--- config.mk ---
export PLATFORM = sky130hd
export DESIGN_NAME = mplier_seq
export DESIGN_NICKNAME = d
export VERILOG_FILES = /design/src/rtl/mplier_pkg.sv /design/src/rtl/mplier_booth_pp.sv /design/src/rtl/mplier_seq.sv
export SDC_FILE = /design/constraint.sdc
export NUM_CORES = 1
export LEC_CHECK = 0
export CORE_ASPECT_RATIO = 1.1
export CORE_MARGIN = 2
export CORE_UTILIZATION = 40
export DETAILED_ROUTE_END_ITERATION = 16
export GPL_TIMING_DRIVEN = 0
export SYNTH_ARGS = -nofsm -noshare
export SYNTH_HDL_FRONTEND = slang
export SYNTH_SLANG_ARGS = --single-unit
--- constraint.sdc ---
create_clock -name clk -period 9 [get_ports clk]
set_clock_uncertainty 0.15 [all_clocks]
set_input_delay 1.8 -clock clk [delete_from_list [all_inputs] [get_ports clk]]
set_output_delay 1.8 -clock clk [all_outputs]
set_load 0.03 [all_outputs]
--- src/rtl/mplier_pkg.sv ---
// Shared types and helpers for the sequential radix-4 Booth multiplier.
package mplier_pkg;

  typedef enum logic [1:0] {
    IDLE = 2'd0,
    BUSY = 2'd1,
    DONE = 2'd2
  } state_t;

  // One radix-4 Booth digit: value is (neg ? -1 : +1) * (two ? 2 : 1) * A, or 0.
  typedef struct packed {
    logic neg;
    logic two;
    logic zero;
  } booth_digit_t;

  function automatic booth_digit_t booth_decode(input logic [2:0] bits);
    booth_digit_t d;
    d.zero = (bits == 3'b000) || (bits == 3'b111);
    d.two  = (bits == 3'b011) || (bits == 3'b100);
    d.neg  = bits[2] && !d.zero;
    return d;
  endfunction

  function automatic int mplier_iters(input int width);
    return width / 2 + 1;
  endfunction

  function automatic int mplier_cnt_w(input int width);
    return $clog2(mplier_iters(width) + 1);
  endfunction

endpackage

--- src/rtl/mplier_booth_pp.sv ---
// Radix-4 Booth partial-product generator: digit * A, sign-extended and
// shifted to weight 4^idx within the accumulator width.
module mplier_booth_pp
  import mplier_pkg::*;
#(
  parameter int WIDTH = 8,
  parameter int CW    = mplier_cnt_w(WIDTH)
) (
  input  logic [WIDTH+1:0]     a_ext,
  input  booth_digit_t         digit,
  input  logic [CW-1:0]        idx,
  output logic [2*WIDTH+3:0]   pp
);

  localparam int EW = WIDTH + 2;
  localparam int AW = 2 * WIDTH + 4;

  logic [EW:0]   mag;
  logic [AW-1:0] mag_ext;
  logic [AW-1:0] val;

  always_comb begin
    mag     = digit.two ? {a_ext, 1'b0} : {a_ext[EW-1], a_ext};
    mag_ext = {{(AW-EW-1){mag[EW]}}, mag};
    if (digit.zero) begin
      val = '0;
    end else if (digit.neg) begin
      val = -mag_ext;
    end else begin
      val = mag_ext;
    end
    pp = val << {idx, 1'b0};
  end

endmodule

--- src/rtl/mplier_seq.sv ---
// Sequential radix-4 Booth multiplier, WIDTH x WIDTH -> 2*WIDTH, signed or unsigned per op.
// Optional MPLIER_SEQ_EARLY_EXIT_EN: finish as soon as the remaining Booth digits are all zero.
module mplier_seq
  import mplier_pkg::*;
#(
  parameter int WIDTH = 8
) (
  input  logic                 clk,
  input  logic                 rst_n,
  input  logic                 in_valid,
  output logic                 in_ready,
  input  logic                 in_signed,
  input  logic [WIDTH-1:0]     a,
  input  logic [WIDTH-1:0]     b,
  output logic                 out_valid,
  input  logic                 out_ready,
  output logic [2*WIDTH-1:0]   product
);

  localparam int N  = mplier_iters(WIDTH);
  localparam int EW = WIDTH + 2;
  localparam int AW = 2 * WIDTH + 4;
  localparam int CW = mplier_cnt_w(WIDTH);
  localparam int MW = EW + 1;

  state_t         state;
  state_t         state_next;
  logic [EW-1:0]  a_ext;
  logic [MW-1:0]  mreg;
  logic [MW-1:0]  mreg_shift;
  logic [AW-1:0]  acc;
  logic [AW-1:0]  pp;
  logic [CW-1:0]  cnt;
  logic           last_iter;
  logic           early_exit;
  booth_digit_t   digit;

  // mreg holds {extended b, b[-1]}; its low three bits are always the current Booth window.
  assign digit      = booth_decode(mreg[2:0]);
  assign mreg_shift = {{2{mreg[MW-1]}}, mreg[MW-1:2]};
  assign last_iter  = (cnt == CW'(N - 1));

`ifdef MPLIER_SEQ_EARLY_EXIT_EN
  // Arithmetic shift replicates the top bit, so all-equal bits mean every later digit is zero.
  assign early_exit = (mreg_shift == '0) || (&mreg_shift);
`else
  assign early_exit = 1'b0;
`endif

  mplier_booth_pp #(
    .WIDTH (WIDTH),
    .CW    (CW)
  ) u_pp (
    .a_ext (a_ext),
    .digit (digit),
    .idx   (cnt),
    .pp    (pp)
  );

  always_ff @(posedge clk or negedge rst_n) begin
    if (!rst_n) begin
      state <= IDLE;
    end else begin
      state <= state_next;
    end
  end

  always_comb begin
    state_next = state;
    case (state)
      IDLE: if (in_valid) state_next = BUSY;
      BUSY: if (last_iter || early_exit) state_next = DONE;
      DONE: if (out_ready) state_next = IDLE;
      default: state_next = IDLE;
    endcase
  end

  always_ff @(posedge clk or negedge rst_n) begin
    if (!rst_n) begin
      a_ext <= '0;
      mreg  <= '0;
      acc   <= '0;
      cnt   <= '0;
    end else begin
      case (state)
        IDLE: begin
          if (in_valid) begin
            a_ext <= {{2{in_signed & a[WIDTH-1]}}, a};
            mreg  <= {{2{in_signed & b[WIDTH-1]}}, b, 1'b0};
            acc   <= '0;
            cnt   <= '0;
          end
        end
        BUSY: begin
          acc  <= acc + pp;
          mreg <= mreg_shift;
          cnt  <= cnt + CW'(1);
        end
        default: begin
        end
      endcase
    end
  end

  assign in_ready  = (state == IDLE);
  assign out_valid = (state == DONE);
  assign product   = acc[2*WIDTH-1:0];

endmodule

==> flow_summary.ini <==
[status]
status = finished clean

[global_routing]
grt.met3_usage_pct = 2.54
grt_pass1_wl_um = 19100
gr-usage-all-layers_pct = 22.4
grt-ovfl-total = 0
grt_pass1_vias = 3841
met2_usage_pct = 38.2
use_met1_pct = 29.4
antenna_found_initial = 0
grt_max_degree = 23
globalRoute.busiestLayer = met2

[sta]
finalHoldViolCount = 0
fin_tns_setup_ns = 0
fin_crit_ns = 5.99
slew_violations = 0
tightest_slew_ns = 0.764
relSlewSlack_pct = 48.4
fmax_ghz = 0.167
rsz0062_at_grt = false
setup_viol_count_final = 0
period_share_pct = 66.6

[die]
rows = 37
fp.dieW_um = 97.7
core_um2 = 9350
initial_core_util_pct = 41.3
die_area_um2 = 10500
ios = 39
die_h_um = 107

[routing]
post-route-drc-count = 0
wl_per_cell_um = 17.4
drtPass1Iterations = 5
via_per_inst = 5.83
detail-route-antenna-nets = 0
vias = 3820
wirelength_um = 11400
drt_iter0_markers = 285

[logic_synthesis]
synth.ff_latch_count = 41
synthMuxAreaShare_pct = 5.18
syn_area_um2 = 3860
avgSynthCellArea_um2 = 7.86
async_flop_share_pct = 100
yosysSeqAreaShare_pct = 26.6
synthDistinctLibCells = 69
synth_compound_area_share_pct = 28.7
syn_inst = 491
yosys.area_share.simple_pct = 21.9
synth_edf_count = 0
syn_nets = 533
yosys_warnings = 0
synthXorXnorAreaFrac_pct = 4.76
synth_adder_area_share_pct = 7.00
synth_top_family_by_area = compound AO/OA/AOI/OAI gates
ys.flop_type = dfrtp_1

[cts]
postCtsSetupBuffers = 0
clock_latency_ns = 0.30
path_clk_slew_ns = 0.09
cts_buffers = 5
clk_path_buf_depth = 2
clockRootBuffer = clkbuf_8
cts_num_sinks = 41
htree_levels = 2
cts_resized = 0
postCtsHoldBufs = 0
cts_tree = built

[placement]
place_hpwl_um = 8690
portBuffers = 38
dpl_cell_area_um2 = 4400
routabilityCongestion = 0.956

[setup_path]
worst_ep_required_time_ns = 9.03
critPathLaunchType = flop
crit_path_top_delay_cell = buf_1
crit_type = flop to flop
cp.arrival_ns = 6.02
endpoint_kind = flop
worst-path-max-fanout = 10
critPathMaxStageDelay_ns = 0.40

[cells_and_area]
final_cell_mix = nand2_1, o21ai_0, dfrtp_1, clkdlybuf4s50_1, a21oi_1
stdcell_area_um2 = 4490
final_nets = 579
drive_above_1_share_pct = 7.81
diodes = 0
final_common_cell = nand2_1
area_growth_pct = 16.4

[min_path]
hp-class = flop to flop

[flow_run]
drv_cap = 0
## cells in the mapped netlist, types with 3 or more instances
library cell	n	area share, %
a211oi_1	5	0.97
a21o_1	8	1.6
a21oi_1	31	4.0
a31oi_1	8	1.3
and2_1	3	0.49
and4_1	4	0.91
buf_1	4	0.39
buf_2	9	1.2
clkbuf_1	21	2.0
clkinv_1	3	0.29
dfrtp_1	41	27
ha_1	20	6.5
inv_1	14	1.4
mux2_2	8	2.3
mux2i_1	11	2.9
nand2_1	63	6.1
nand2b_1	3	0.49
nand3_1	16	2.1
nand4_1	4	0.65
nor2_1	29	2.8
nor2b_1	15	2.4
nor3_1	11	1.4
nor3b_1	5	0.97
o211ai_1	3	0.58
o21a_1	6	1.2
o21ai_0	45	5.8
o22ai_1	16	2.6
o31ai_1	5	0.97
o32ai_1	4	0.91
or3_1	5	0.81
xnor2_1	14	3.2
xor2_1	7	1.6
## metrics by stage
stage,std cells,utilization [%],worst slack (ns),hold slack (ns)
global route,655,48.0,2.39,0.370
finish,655,48.0,3.01,0.336
floorplan,491,-,4.20,0.299
detailed placement,647,47.1,3.21,0.319
CTS,655,48.0,3.17,0.341
global placement,646,46.9,3.35,0.305
## kinds of logic (layout without fill, tap and decap cells)
| kind of cell | Yosys count | after routing |
|---|---|---|
| flops | 41 | 41 |
| fa+ha+maj | 21 | 21 |
| compound gates | 165 | 165 |
| mux | 19 | 19 |
| buf+inv | 54 | 101 |
| xor+xnor | 21 | 21 |
| simple gates | 170 | 170 |
## registers in the layout, summed over array words and instances, names as in the netlist
| signal | count |
|---|---|
| mreg | 11 |
| cnt | 3 |
| a_ext | 9 |
| state | 2 |
| acc | 16 |
## layer usage
layer / share of wire, % / routed length [µm]
met1: 47 / 5370
met2: 47 / 5400
met3: 2.9 / 329
met4: 2.9 / 327
met5: 0 / 0
## final timing paths
check	slack [ns]	depth (start not counted)	start	endpoint
worst min-delay path	0.34	2	mreg[9]	mreg[7]
worst min register to register	0.34	2	mreg[9]	mreg[7]
min in group asynchronous	1.29	1	rst_n	mreg[9]
worst max register to register	3.01	25	mreg[2]	acc[15]
worst max-delay path	3.01	25	mreg[2]	acc[15]
max in group asynchronous	6.92	2	rst_n	acc[7]
## critical path, delay by kind of cell, from the launching register on
kind / cells / cell delay (ns)
buffers and inverters: 4 / 1.08
adders and majority gates: 2 / 0.60
and+or+nand+nor: 5 / 1.04
xor gates and xnor gates: 1 / 0.18
AOI/OAI and AO/OA: 12 / 2.29
DFF: 1 / 0.37
muxes: 1 / 0.15
## layout make-up
cell class / instances / area [µm²]
inverter: 17 / 63.8
sequential: 41 / 1030
fill: 963 / 4860
timing repair buffer: 39 / 395
tap: 117 / 146
clock inverter: 3 / 21.3
clock buffer: 5 / 68.8
multi-input combinational: 396 / 2610
buffer: 37 / 165
Power is not shown: default switching activity piles up to over one toggle a cycle in this logic, so the estimate is an artifact.
